--- config.mk ---
export PLATFORM = sky130hd
export DESIGN_NAME = reg_bank_write_arbiter
export DESIGN_NICKNAME = d
export VERILOG_FILES = /design/src/rtl/reg_bank_write_arbiter.sv
export SDC_FILE = /design/constraint.sdc
export NUM_CORES = 1
export LEC_CHECK = 0
export BUFFER_PORTS_ARGS = -buffer_cell sky130_fd_sc_hd__buf_4
export CORE_UTILIZATION = 35
export DETAILED_ROUTE_END_ITERATION = 10
export GPL_TIMING_DRIVEN = 0
export PLACE_DENSITY = 0.69
export SLEW_MARGIN = 25
export SYNTH_ARGS = -nofsm -noshare
export SYNTH_HDL_FRONTEND = slang
export SYNTH_SLANG_ARGS = --single-unit
--- constraint.sdc ---
create_clock -name clk -period 3 [get_ports clk]
set_input_delay 0.6 -clock clk [delete_from_list [all_inputs] [get_ports clk]]
set_output_delay 0.6 -clock clk [all_outputs]
set_load 0.01 [all_outputs]
--- src/rtl/reg_bank_write_arbiter.sv ---
//------------------------------------------------------------------------------
// reg_bank_write_arbiter
//
// Write-port arbiter and sequencer for the 4-unit data register bank of the
// Distributed Brain fabric. Four neuron units compete for the single addressed
// write port of the bank. They are served round-robin so that none starves.
// The layer sequencer can request a broadcast (writeAll) cycle, which takes
// priority over every unit write. The block also records which units have
// written since the last broadcast.
//
// Every output is registered. A request sampled at edge E produces its ack and
// bank command during the cycle E..E+1, and the bank captures it at edge E+1.
//
// Parameters
//   DATA_W   width of a data word; must match the bank
//   N_UNITS  number of requesting units; fixed at 4 because bank_addr is 2 bits
//
// Ports
//   clk           rising-edge clock
//   rst_n         asynchronous, active-low reset
//   req           per-unit write request; level, held until ack
//   req_data0..3  per-unit write data; stable while the matching req is high
//   ack           one-cycle grant pulse per unit
//   sync_req      broadcast request from the layer sequencer; level, held
//                 until sync_ack
//   sync_ack      one-cycle pulse marking the cycle the broadcast is issued
//   bank_data     to bank dataIn
//   bank_addr     to bank address
//   bank_wr_addr  to bank writeAddress
//   bank_wr_all   to bank writeAll
//   written       bit i set once unit i has written since the last
//                 broadcast or reset
//   all_written   high when all four units have written
//   busy          high when the bank sees any write command this cycle
//------------------------------------------------------------------------------
module reg_bank_write_arbiter #(
   parameter int DATA_W  = 32,
   parameter int N_UNITS = 4
) (
   input  logic               clk,
   input  logic               rst_n,
   input  logic [N_UNITS-1:0] req,
   input  logic [DATA_W-1:0]  req_data0,
   input  logic [DATA_W-1:0]  req_data1,
   input  logic [DATA_W-1:0]  req_data2,
   input  logic [DATA_W-1:0]  req_data3,
   output logic [N_UNITS-1:0] ack,
   input  logic               sync_req,
   output logic               sync_ack,
   output logic [DATA_W-1:0]  bank_data,
   output logic [1:0]         bank_addr,
   output logic               bank_wr_addr,
   output logic               bank_wr_all,
   output logic [N_UNITS-1:0] written,
   output logic               all_written,
   output logic               busy
);

   // The state is the bank command being presented during the current cycle.
   // It is one-hot, so each command strobe is a direct decode of one flop.
   typedef enum logic [2:0] {
      IDLE  = 3'b001,
      WRITE = 3'b010,
      SYNC  = 3'b100
   } state_t;

   state_t              state;
   state_t              state_next;

   logic [1:0]          rr_ptr;
   logic [N_UNITS-1:0]  eligible;
   logic                grant_found;
   logic [1:0]          grant_idx;
   logic [1:0]          cand;
   logic [N_UNITS-1:0]  grant_onehot;
   logic [DATA_W-1:0]   grant_data;
   logic                sync_pending;

   // A unit whose ack is out this cycle is masked from arbitration. The
   // requester only reacts to ack at the next edge, so its req may still be
   // high here. Without the mask it would be granted a second time for the
   // same request. The broadcast request is masked the same way.
   always_comb begin
      eligible     = req & ~ack;
      sync_pending = sync_req & ~sync_ack;
   end

   // Round-robin search. It starts at rr_ptr and walks upward modulo 4. The
   // first eligible unit found wins. rr_ptr always points just past the most
   // recent winner, so that winner is searched last on the next round.
   always_comb begin
      grant_found = 1'b0;
      grant_idx   = rr_ptr;
      cand        = rr_ptr;
      for (int k = 0; k < N_UNITS; k++) begin
         cand = rr_ptr + 2'(k);
         if (!grant_found && eligible[cand]) begin
            grant_found = 1'b1;
            grant_idx   = cand;
         end
      end
   end

   // Decode the winning index into the ack / written bit pattern.
   always_comb begin
      grant_onehot            = '0;
      grant_onehot[grant_idx] = 1'b1;
   end

   // Select the winning unit's data word for the bank data register.
   always_comb begin
      grant_data = req_data0;
      case (grant_idx)
         2'd0:    grant_data = req_data0;
         2'd1:    grant_data = req_data1;
         2'd2:    grant_data = req_data2;
         2'd3:    grant_data = req_data3;
         default: grant_data = req_data0;
      endcase
   end

   // Next-command selection runs every cycle and nothing is carried over. A
   // pending broadcast beats every unit. Otherwise any eligible unit gets a
   // WRITE, and with nothing to do the port goes IDLE.
   always_comb begin
      state_next = IDLE;
      if (sync_pending) begin
         state_next = SYNC;
      end else if (grant_found) begin
         state_next = WRITE;
      end
   end

   // State register. The asynchronous reset clears the command at once, so a
   // WRITE or SYNC cut short by reset never reaches the bank at the next edge.
   always_ff @(posedge clk or negedge rst_n) begin
      if (!rst_n) begin
         state <= IDLE;
      end else begin
         state <= state_next;
      end
   end

   // Registered outputs and bookkeeping. ack and sync_ack are pulses, so they
   // are cleared every cycle unless this cycle's decision sets them. During a
   // broadcast, bank_data and bank_addr keep their old values. The bank
   // ignores them under writeAll, and holding them avoids needless toggling.
   // rr_ptr is also left alone during a broadcast, so the next unit in line
   // keeps its turn.
   always_ff @(posedge clk or negedge rst_n) begin
      if (!rst_n) begin
         ack       <= '0;
         sync_ack  <= 1'b0;
         bank_data <= '0;
         bank_addr <= 2'd0;
         written   <= '0;
         rr_ptr    <= 2'd0;
      end else begin
         ack      <= '0;
         sync_ack <= 1'b0;
         case (state_next)
            WRITE: begin
               ack       <= grant_onehot;
               bank_addr <= grant_idx;
               bank_data <= grant_data;
               written   <= written | grant_onehot;
               rr_ptr    <= grant_idx + 2'd1;
            end
            SYNC: begin
               sync_ack <= 1'b1;
               written  <= '0;
            end
            default: begin
            end
         endcase
      end
   end

   // The command strobes decode the one-hot state flops directly, so they
   // stay registered. Only one state bit can be set at a time, which means
   // writeAddress and writeAll can never be asserted together.
   assign bank_wr_addr = (state == WRITE);
   assign bank_wr_all  = (state == SYNC);
   assign all_written  = &written;
   assign busy         = bank_wr_addr | bank_wr_all;

endmodule

==> results.md <==
- H-tree depth: 2
- Final WS setup: approximately 0.34 ns
- Die Width: roughly 88 um
- Placed Instance Area: about 4000 sq um
- Clk_skew: roughly 0.012 ns
- Critical path fanouts, max: 10
- CTS tree: done
- WP buf/inv: 2
- Worst path cell trace: nand2b_1 > o21ai_0 > a311o_1 > and2_1 > ha_1 > buf_2 > buf_2 > a222oi_1 > nor2_1 > a21oi_1 > o21ai_1
- DPL Wire Length: 7250 um
- Critical Path AT: around 2.8 ns
- Global-route wire length before repair: 14300 um
- Placer congestion estimate: roughly 0.8
- Synth warn: 0
- Vias: between 3000 and 4000
- Core Footprint: between 6000 and 7000 sq um
- CP Launch Type: flip-flop
- CP most frequent cell: buf_2
- Register area: approximately 1200 sq um
- # hold bufs at CTS: 0
- Initial Utilization: between 30% and 40%
- Area grow syn2layout: 60.7%
- Pre-CTS setup slack: 0.0401 ns
- Iter 0 DRT Violations: 180
- Syn Nets: 430
- Total CTS buffers: 5
- Max cap viols: 0
- DRT antenna net count: 0
- P_leak: between 2 and 2.5 nW
- Synth Area per Inst: a little under 9 sq um
- Global route overflow: 0
- Fmax: about 380 MHz
- # Post-CTS Setup Buffers: 0
- Root Buffer: clkbuf_8
- Final setup vio count: 0
- Multi-input logic area: about 1300 sq um
- Final TNS setup: 0 ns
- Synth cell types: 34
- Post-CTS sizing: 0
- Comb pwr share: between 60% and 70%
- Clock Latency Late Sink: ~0.30 ns
- Critical path's largest stage delay: 0.46 ns
- Power Internal: approximately 0.0023 W
- Initial antenna violation count: 0
- Cells after Synth: a little under 300
- Total clock sinks: 47
- GRT Total Usage: 24.1%
- Slowest CP cell: a222oi_1
- Total wire length: approximately 9300 um
- Psw: approximately 0.0019 W
- Cell area after layout: approximately 4200 sq um
- Fin crit share: between 80% and 90%
- P per Cell Area: about 1000 nW/um^2
- Clock Power Share: a little under a tenth
- Largest delay share family, worst path: compound AO/OA/AOI/OAI gates
- Die height: 88.0 um
- Pre-antenna DRT Iters: 6
- Die area: slightly below 8000 sq um
- NumNets Final: 618
- Sw frac: between 40% and 50%
- Max-Slew Margin vs Limit: 59.8%
- Residual DRC: 0
- Inserted Diodes: 0
- Outcome: completed
- Slew Limit Fails: 0
- Via density: around 5.3
- IO Port Bufs: approximately 180
- Final Util: 59.5%
- VDD IR max: 0.439 mV
- CP Data Required Time: roughly 3.2 ns
- Register area share after synthesis: ~46%
- Critical path class: flip-flop to flip-flop
- Final hold violation count: 0
- Number of cell rows: 30
- I/O Pins: about 180
- Post-DR wirelength/cell: between 15 and 20 um
- Largest net degree at the start of global routing: 48
- Clk slew on worst S/H paths: 0.09 ns
- Number of fill cells: between 600 and 700
- Clock buffer depth: 2
- Tmin final: 2.66 ns
- Synth Register Bits: between 40 and 50
- Flop pwr share: roughly 26%
- Worst min path class: input pin to asynchronous set/reset pin
- Layout cells sized above 1: roughly 45%
- Crit end category: flip-flop
- Worst-margin pin slew: roughly 0.60 ns
- Vias in the first global route: about 2900
- RSZ-0062 raised after global routing: no
- Netlist Area Pre-Place: ~2600 sq um
## cell usage after synthesis, drive strengths merged
master | number | area [sq um]
dfstp | 1 | 26.3
and2 | 5 | 31.3
ha | 4 | 50.1
or2 | 2 | 12.5
nor2b | 3 | 18.8
a31oi | 1 | 6.26
o211ai | 1 | 7.51
a41o | 1 | 21.3
a21oi | 36 | 180
a311o | 1 | 10.0
nand2b | 5 | 43.8
nand4 | 1 | 6.26
clkbuf | 10 | 38.8
a2bb2oi | 1 | 8.76
o21ai | 36 | 184
o22a | 1 | 8.76
inv | 2 | 7.50
o2bb2ai | 1 | 8.76
buf | 17 | 110
a222oi | 32 | 320
nand2 | 38 | 143
and4 | 1 | 8.76
dfrtp | 46 | 1150
nor3 | 1 | 5.00
nor2 | 40 | 150
o22ai | 2 | 12.5
nor3b | 2 | 15.0
## power groups by stage
stage	combinational, W	clock (W)	sequential [W]
5_1_grt	0.00305	0.000433	0.00112
3_5_place_dp	0.00277	0	0.00109
3_3_place_gp	0.00272	0	0.00109
6_report	0.00276	0.000392	0.00108
2_1_floorplan	0.00160	0	0.00119
4_1_cts	0.00277	0.000402	0.00108
## cell type report
cell class | instances | share of cell area (%)
tap | 96 | 2.89
inverter | 2 | 0.181
clock inverter | 1 | 0.120
buffer | 27 | 3.58
timing repair buffer | 181 | 32.7
sequential | 47 | 28.3
multi-input combinational | 215 | 30.1
clock buffer | 7 | 2.08
## cells by family after synthesis
family	share of synthesized area, %
compound gates	29.7
fa+ha+maj	1.94
buf+inv	6.05
flops	45.5
simple gates	16.8
## path summary, 6_finish.rpt
kind	from	end	slack, ns	cells past startpoint
worst max-delay path	ack[1]	bank_data[28]	0.34	11
worst min-delay path	rst_n	bank_addr[0]	0.30	1
worst max register to register	ack[1]	bank_data[28]	0.34	11
worst min register to register	bank_data[25]	bank_data[25]	0.49	2
max in group asynchronous	rst_n	bank_data[21]	2.28	1
min in group clk	bank_data[25]	bank_data[25]	0.49	2
## placed cells by master (no fill, tap or decap)
cell type,instances
and2_1,5
a2bb2oi_1,1
clkbuf_1,10
a311o_1,1
nor3b_1,2
nand4_1,1
o211ai_1,1
nand2b_4,1
buf_6,4
dfrtp_1,46
ha_1,4
o21ai_1,28
buf_4,181
nor2_1,40
a21oi_1,36
nor3_1,1
o2bb2ai_1,1
clkbuf_2,1
o22a_1,1
a222oi_1,32
o21ai_2,1
inv_2,1
clkbuf_8,6
nand2b_2,2
or2_2,2
a31oi_1,1
nand2b_1,2
inv_1,1
a41o_4,1
dfstp_2,1
o21ai_0,7
and4_1,1
o22ai_1,2
nor2b_1,3
nand2_1,38
buf_2,13
clkinv_2,1
## sequential cells by signal (all words and copies together), names as in the netlist
register   cells
ack            4
bank_addr      2
bank_data     32
rr_ptr         2
state          3
written        4
## metal layers
metal	up-vias	track usage (%)	part of all wire, %
met5	-	0	0
met4	0	5.22	0.92
met3	8	6.41	9.0
met2	151	42.1	50
met1	1424	29.7	40
li1	1455	-	-
## worst reg2reg max path, cell delays in order (launching register included)
cell and delay (ns):
dfrtp_1 0.37, nand2b_1 0.23, o21ai_0 0.13, a311o_1 0.36, and2_1 0.17, ha_1 0.19, buf_2 0.17, buf_2 0.21
a222oi_1 0.46, nor2_1 0.08, a21oi_1 0.13, o21ai_1 0.07
## per-stage QoR
stage / total power [W] / hold WS, ns / instances
finish: 0.00424 / 0.296 / 576
global route: 0.00460 / 0.343 / 576
CTS: 0.00425 / 0.324 / 576
detailed placement: 0.00386 / 0.475 / 568
global placement: 0.00381 / 0.465 / 568
floorplan: 0.00279 / 0.304 / 291
No activity file was read; power rests on OpenSTA's default activity.
